===== src/rtl/async_fifo_rd_ctrl.sv =====
// rtl/async_fifo_rd_ctrl.sv - read-domain controller for the async FIFO
//
// Purpose:
//   Brings the Gray write pointer into rclk through a two-flop synchronizer.
//   Keeps the binary and Gray read pointers and drives the memory read
//   address. Derives empty and a fill level from them, and registers the
//   memory's combinational read data into a first-word-fall-through output
//   stage that uses a valid/ready handshake.
//
// Ports:
//   rclk          read-domain clock, rising edge
//   rrst          synchronous active-high reset
//   g_wptr_async  Gray write pointer from the wclk domain (unsynchronized)
//   mem_rdata     combinational memory data at address b_rptr[PTR_WIDTH-1:0]
//   b_rptr        registered binary read pointer; low bits address the memory
//   g_rptr        registered Gray read pointer, sent to the write domain
//   empty         memory holds no unread entry
//   dout          output data register
//   dout_valid    dout holds a valid word
//   dout_ready    consumer accepts dout this cycle
//   rd_level      entries available to the consumer (memory + output stage)

module async_fifo_rd_ctrl #(
   parameter int FIFO_WIDTH = 8,
   parameter int PTR_WIDTH  = 3
) (
   input  logic                  rclk,
   input  logic                  rrst,
   input  logic [PTR_WIDTH:0]    g_wptr_async,
   input  logic [FIFO_WIDTH-1:0] mem_rdata,
   output logic [PTR_WIDTH:0]    b_rptr,
   output logic [PTR_WIDTH:0]    g_rptr,
   output logic                  empty,
   output logic [FIFO_WIDTH-1:0] dout,
   output logic                  dout_valid,
   input  logic                  dout_ready,
   output logic [PTR_WIDTH+1:0]  rd_level
);

   // Synchronizer stages
   logic [PTR_WIDTH:0]    sync1_q, sync1_d;
   logic [PTR_WIDTH:0]    g_wptr_sync_q, g_wptr_sync_d;

   // Read pointers and output stage
   logic [PTR_WIDTH:0]    b_rptr_q, b_rptr_d;
   logic [PTR_WIDTH:0]    g_rptr_q, g_rptr_d;
   logic [FIFO_WIDTH-1:0] dout_q, dout_d;
   logic                  dout_valid_q, dout_valid_d;

   logic                  pop;
   logic [PTR_WIDTH:0]    b_next;
   logic [PTR_WIDTH:0]    wbin;
   logic [PTR_WIDTH:0]    mem_lvl;

   function automatic logic [PTR_WIDTH:0] gray_to_bin(input logic [PTR_WIDTH:0] g);
      logic [PTR_WIDTH:0] b;
      b[PTR_WIDTH] = g[PTR_WIDTH];
      for (int i = PTR_WIDTH - 1; i >= 0; i--) begin
         b[i] = b[i+1] ^ g[i];
      end
      return b;
   endfunction

   always_ff @(posedge rclk) begin
      if (rrst) begin
         sync1_q       <= '0;
         g_wptr_sync_q <= '0;
         b_rptr_q      <= '0;
         g_rptr_q      <= '0;
         dout_q        <= '0;
         dout_valid_q  <= 1'b0;
      end else begin
         sync1_q       <= sync1_d;
         g_wptr_sync_q <= g_wptr_sync_d;
         b_rptr_q      <= b_rptr_d;
         g_rptr_q      <= g_rptr_d;
         dout_q        <= dout_d;
         dout_valid_q  <= dout_valid_d;
      end
   end

   always_comb begin
      // The raw cross-domain pointer feeds only the first sync flop.
      sync1_d       = g_wptr_async;
      g_wptr_sync_d = sync1_q;

      empty  = (g_rptr_q == g_wptr_sync_q);
      // Refill the output stage whenever it is empty or being drained this cycle.
      pop    = !empty && (!dout_valid_q || dout_ready);
      b_next = b_rptr_q + 1'b1;

      b_rptr_d     = b_rptr_q;
      g_rptr_d     = g_rptr_q;
      dout_d       = dout_q;
      dout_valid_d = dout_valid_q;

      if (pop) begin
         b_rptr_d     = b_next;
         g_rptr_d     = (b_next >> 1) ^ b_next;
         dout_d       = mem_rdata;
         dout_valid_d = 1'b1;
      end else if (dout_valid_q && dout_ready) begin
         dout_valid_d = 1'b0;
      end

      // Modulo subtraction works across the lap bit, giving 0..DEPTH.
      wbin     = gray_to_bin(g_wptr_sync_q);
      mem_lvl  = wbin - b_rptr_q;
      rd_level = {1'b0, mem_lvl} + {{(PTR_WIDTH+1){1'b0}}, dout_valid_q};
   end

   assign b_rptr     = b_rptr_q;
   assign g_rptr     = g_rptr_q;
   assign dout       = dout_q;
   assign dout_valid = dout_valid_q;

endmodule


===== config.mk =====
export PLATFORM = sky130hd
export DESIGN_NAME = async_fifo_rd_ctrl
export DESIGN_NICKNAME = d
export VERILOG_FILES = /design/src/rtl/async_fifo_rd_ctrl.sv
export SDC_FILE = /design/constraint.sdc
export NUM_CORES = 1
export LEC_CHECK = 0
export BUFFER_PORTS_ARGS = -buffer_cell sky130_fd_sc_hd__clkbuf_2
export CAP_MARGIN = 5
export CORE_MARGIN = 3
export CORE_UTILIZATION = 26
export CTS_CLUSTER_DIAMETER = 30
export DETAILED_ROUTE_END_ITERATION = 8
export GPL_TIMING_DRIVEN = 0
export PLACE_DENSITY = 0.48
export SETUP_SLACK_MARGIN = 0.3
export SLEW_MARGIN = 5
export SYNTH_ARGS = -nofsm -noshare
export SYNTH_HDL_FRONTEND = slang
export SYNTH_SLANG_ARGS = --single-unit

===== constraint.sdc =====
create_clock -name rclk -period 2.6 [get_ports rclk]
set_clock_uncertainty 0.2 [all_clocks]
set_input_delay 0.26 -clock rclk [delete_from_list [all_inputs] [get_ports rclk]]
set_output_delay 0.26 -clock rclk [all_outputs]
set_load 0.005 [all_outputs]

# Word-level counts from Yosys, hierarchy flattened
# Cells that the tools add are included.
# word_totals
latch_bits,0
n_memories,0
input_bits,15
regBits,25
mem_bits_rw,0
output_inout_bits,23
elab_cells,22
rom_bits,0
# op_classes
n_mux,2
order_cmp,0
n_reduce_logical,6
shift,0
eq_ne,1
n_bitwise,4
addsub,3
n_mul,0
n_div,0
# ops
operator,n
$add A4 B1 Y5,1
$add A4 B1 Y4 const B,1
$eq A4 B4 Y1,1
$sub A4 B4 Y4,1
$xor A3 B4 Y4,1
$xor A1 B1 Y1,3
$logic_and A1 B1 Y1,2
$logic_not A1 Y1,2
$mux W1,2
$reduce_bool A2 Y1,1
$logic_or A1 B1 Y1,1

# Logic depth before layout (Yosys ltp)
# depth
depth_word,5
depth_mapped,9
mapped_depth_nobuf,9

# Worst setup path before layout
# No wires, ideal clock.
# synth_timing
path_kind,flip-flop to output port
from,reg g_wptr_sync_q[2]
to,out rd_level[3]
path_slack_ps,54
t_arrival_ps,2086
path_stages_with_launch,10
required_ps,2140
n_path_buf,0
path_cell_list,dfxtp_1 > xor2_1 > xor2_1 > xnor2_1 > ha_1 > inv_1 > fa_1 > xor2_1 > nand3_1 > xor2_1
# synth_between
elab_chain_cells,5
# synth_lines
element,line_no,rtl
"start, declared",42,"logic [PTR_WIDTH:0] g_wptr_sync_q, g_wptr_sync_d;"
"start signal, assigned",74,g_wptr_sync_q <= g_wptr_sync_d;
$xor A1 B1 Y1 *,59,b[i] = b[i+1] ^ g[i];
$xor A1 B1 Y1 (2 in series),59,
$sub A4 B4 Y4 *,108,mem_lvl = wbin - b_rptr_q;
$add A4 B1 Y5 *,109,"rd_level = {1'b0, mem_lvl} + {{(PTR_WIDTH+1){1'b0}}, dout_valid_q};"
"end, declared",37,output logic [PTR_WIDTH+1:0] rd_level
# Every way passes the cells marked *; elsewhere a longest branch is shown, timed or not.

# Final worst setup path
# layout_timing
from,reg g_wptr_sync_q[2]
to,out rd_level[2]
# The elaborated chain is that of the path after synthesis.

==> parameters.txt <==
Parameter                              Value

Outcome
  Result of the run    finished with violations
  Failing checks    negative setup slack

Cells and area
  Layout area overhead    38.8%
  Area occupied by registers    488 µm²
  Total area of multi-input combinational cells    646 µm²
  Total inserted antenna cells    0
  Post-layout net count    180
  Share of post-route cells with drive strength above 1    40.4%
  Non-filler instance count after layout    206
  Finished Core Util    37.8%
  Count of fill cells added during filler insertion    409

Detailed routing
  Vias per Instance    4.25
  Detailed-route wire length    2310 µm
  Routed len/inst    11.2 µm
  Post-route DRC    0
  1st-pass router iterations    3
  Number of design-rule violations left by the first detailed-router iteration    26
  Via count    875
  Antenna Nets Post-Route    0

Clock tree
  Root Buffer    sky130_fd_sc_hd__clkbuf_8
  Cts-stage hold buffer count    0
  Worst-skew pair later-pin latency    0.26 ns
  Clock tree from TritonCTS    built
  Clock slew at the register clock pins of the worst setup and hold paths    0.07 ns
  H-tree depth reported by CTS    1
  Number of buffers on the longest clock path    2
  Total CTS buffers    3
  Sink Count    24

Setup path
  Critical Path Start Type    flip-flop
  Series of cell instances along the critical path    xor2_4 > xor2_2 > xnor2_1 > ha_2 > inv_2 > fa_2 > ha_4 > xor2_1 > buf_2
  Critical Path Fanout Max    2
  CP Data Required Time    2.14 ns
  Critical setup path kind    flip-flop to output port
  Crit-path slowest cell    sky130_fd_sc_hd__fa_2
  Critical path's largest stage delay    0.56 ns
  Kind of capture point of the worst setup path    output port
  Data arrival time at the worst-slack endpoint    2.33 ns

Power
  PwrDens    961 nW/µm²
  Clock share of power    14.0%
  Sw Ratio    34.8%
  Share of total power in combinational logic    51.6%
  Internal power summed over all cells    0.961 mW
  Relative contribution of sequential cells to total power    34.5%
  Leak Pwr    0.725 nW
  Net Switching    0.514 mW
  Peak supply drop    371 µV

Yosys
  Share of the synthesized area in compound gates (AO/OA/AOI/OAI)    6.34%
  Synthesized instance count    108
  Multiplexer area fraction after synthesis    10.9%
  Post-Synthesis Cell Area    1100 µm²
  Seq cells post-synth    24
  Simple-Gate Fraction of Synth Area    13.1%
  Share of synthesized cell area in full adder, half adder and majority cells    8.61%
  Yosys warning total    0
  Share of the synthesized netlist area taken by xor and xnor gates    13.5%
  Post-synthesis cell type count    22
  Post-Syn Area per Cell    10.2 µm²
  Synthesized net count    130
  Largest family of logic cells by synthesized area    XOR/XNOR gates
  Share of synthesized area occupied by flip-flops and latches    43.5%

STA
  Final period util    107%
  Setup TNS    -0.627 ns
  Setup repair after global routing missed its margin    true
  Hold Fails Final Rpt    0
  Final setup fails    4
  Max-slew violations    0
  Clock period minus worst slack    2.79 ns
  Setup ws final    -0.188 ns
  Achievable frequency    359 MHz
  Worst-case headroom to the max-slew limit    69.6%
  Slew at the pin closest to its max-slew limit    0.455 ns

Placed design
  Final estimated routing congestion in global placement    0.651
  DP Cell Count    195
  Count of buffers inserted at the top-level ports    37
  Dpl hpwl    1850 µm

Die
  Starting density of the core    27.2%
  IO Count    38
  Width of the die    71.2 µm
  Placeable Area    4060 µm²
  Total die area    5070 µm²
  Chip height    71.2 µm
  # rows    23

Global routing
  Maximum number of pins on one net before global-route repair    13
  Via count of the first global-routing pass    908
  First-pass GRT wire length    4110 µm
  Aggregate global routing overflow    0
  Antenna violations before repair    0
  Overall Global Routing Usage    9.95%

Min path
  Hold WC Path Type    input pin to flip-flop

Job
  Number of max-cap violations    0
[per-layer routing]
metal / routed length [µm] / share of wire [%] / global-route usage, % / vias up
li1: - / - / - / 446
met1: 962 / 42 / 12.3 / 404
met2: 1190 / 52 / 17.0 / 23
met3: 140 / 6.1 / 2.27 / 2
met4: 12 / 0.52 / 3.13 / 0
met5: 0 / 0 / 0 / -
[synthesized netlist by cell type]
cell type / n / area share (%)
sky130_fd_sc_hd__clkbuf_1: 2 / 0.68
sky130_fd_sc_hd__nand2_1: 2 / 0.68
sky130_fd_sc_hd__nor4_1: 1 / 0.57
sky130_fd_sc_hd__fa_1: 1 / 1.8
sky130_fd_sc_hd__buf_4: 1 / 0.68
sky130_fd_sc_hd__nand2b_1: 1 / 0.57
sky130_fd_sc_hd__nand3_1: 2 / 0.91
sky130_fd_sc_hd__a21boi_0: 1 / 0.68
sky130_fd_sc_hd__buf_6: 1 / 1.0
sky130_fd_sc_hd__ha_1: 6 / 6.8
sky130_fd_sc_hd__o41ai_4: 1 / 2.5
sky130_fd_sc_hd__mux2i_1: 12 / 11
sky130_fd_sc_hd__a21oi_1: 4 / 1.8
sky130_fd_sc_hd__nor2b_1: 8 / 4.5
sky130_fd_sc_hd__o21ai_1: 1 / 0.45
sky130_fd_sc_hd__or3_1: 2 / 1.1
sky130_fd_sc_hd__xnor2_1: 6 / 4.8
sky130_fd_sc_hd__xor2_1: 11 / 8.7
sky130_fd_sc_hd__inv_1: 5 / 1.7
sky130_fd_sc_hd__nor2_1: 14 / 4.8
sky130_fd_sc_hd__dfxtp_1: 24 / 43
sky130_fd_sc_hd__o21ai_0: 2 / 0.91
[layout make-up]
class	instances	area share, %
sequential	24	31.8
multi-input combinational	75	42.1
inverter	5	1.22
tap	50	4.08
clock buffer	3	2.69
timing repair buffer	45	16.4
buffer	4	1.71
[power groups by stage]
stage               Combinational (mW)  Clock (mW)  Sequential [mW]
floorplan                        0.469           0            0.508
CTS                              0.686       0.216            0.509
finish                           0.760       0.206            0.508
global placement                 0.656           0            0.514
global route                     0.849       0.234            0.525
detailed placement               0.678           0            0.517
[flip-flops by register name, indices dropped and copies added, names as in the netlist]
name           flops
dout               8
b_rptr             4
g_wptr_sync_d      4
g_wptr_sync_q      4
g_rptr             3
dout_valid         1
[repair_timing]
action	4_1_cts	5_1_grt
gates resized for setup	3	6
setup endpoints to repair	5	14
buffers inserted	2	6
pin swaps	3	2
[worst paths after layout]
check                                         to  slack [ns]              from  depth (start not counted)
worst min-delay path            g_wptr_sync_d[2]       0.008   g_wptr_async[2]                          2
worst max-delay path                 rd_level[2]       -0.19  g_wptr_sync_q[2]                          9
worst max register to register           dout[6]        0.62  g_wptr_sync_q[3]                          7
worst min register to register  g_wptr_sync_q[2]        0.24  g_wptr_sync_d[2]                          1
[critical path: cells and delay by family (launching register included)]
kind | cells | cell delay (ns)
buffers and inverters | 2 | 0.17
flip-flops | 1 | 0.38
XOR/XNOR | 4 | 0.63
adder cells (fa/ha/maj) | 3 | 0.90
[cells by family after synthesis]
kind of cell,Yosys count
AOI/OAI and AO/OA,9
xor gates and xnor gates,17
adders and majority gates,7
buffers and inverters,9
DFF,24
muxes,12
and+or+nand+nor,30
[per-stage QoR]
| step | cell area (µm²) | total power, mW | setup slack [ns] | hold WS [ns] |
|---|---|---|---|---|
| 5_1_grt | 1530 | 1.61 | -0.369 | 0.0129 |
| 2_1_floorplan | 1150 | 0.977 | 0.175 | 0.124 |
| 4_1_cts | 1470 | 1.41 | -0.232 | 0.00392 |
| 3_5_place_dp | 1400 | 1.20 | -0.103 | 0.228 |
| 3_3_place_gp | 1400 | 1.17 | -0.0109 | 0.224 |
| 6_report | 1530 | 1.47 | -0.188 | 0.00835 |
[placed cells by master, fill, tap and decap left out]
| cell type | instances |
|---|---|
| sky130_fd_sc_hd__clkbuf_8 | 3 |
| sky130_fd_sc_hd__dfxtp_1 | 22 |
| sky130_fd_sc_hd__ha_1 | 3 |
| sky130_fd_sc_hd__ha_4 | 2 |
| sky130_fd_sc_hd__ha_2 | 1 |
| sky130_fd_sc_hd__xor2_2 | 2 |
| sky130_fd_sc_hd__o21ai_0 | 2 |
| sky130_fd_sc_hd__nand3_1 | 2 |
| sky130_fd_sc_hd__nor2b_1 | 8 |
| sky130_fd_sc_hd__xor2_1 | 8 |
| sky130_fd_sc_hd__xnor2_1 | 6 |
| sky130_fd_sc_hd__clkbuf_2 | 34 |
| sky130_fd_sc_hd__dfxtp_4 | 2 |
| sky130_fd_sc_hd__a21oi_1 | 4 |
| sky130_fd_sc_hd__o41ai_4 | 1 |
| sky130_fd_sc_hd__nand2_1 | 2 |
| sky130_fd_sc_hd__nor4_1 | 1 |
| sky130_fd_sc_hd__nor2_1 | 13 |
| sky130_fd_sc_hd__mux2i_1 | 12 |
| sky130_fd_sc_hd__xor2_4 | 1 |
| sky130_fd_sc_hd__buf_6 | 2 |
| sky130_fd_sc_hd__buf_2 | 2 |
| sky130_fd_sc_hd__inv_1 | 3 |
| sky130_fd_sc_hd__o21ai_1 | 1 |
| sky130_fd_sc_hd__clkbuf_1 | 2 |
| sky130_fd_sc_hd__fa_2 | 1 |
| sky130_fd_sc_hd__nand2b_1 | 1 |
| sky130_fd_sc_hd__or3_1 | 2 |
| sky130_fd_sc_hd__buf_4 | 9 |
| sky130_fd_sc_hd__inv_2 | 2 |
| sky130_fd_sc_hd__a21boi_0 | 1 |
| sky130_fd_sc_hd__nor2_2 | 1 |
Note: power is estimated with default switching activity, not from simulation.
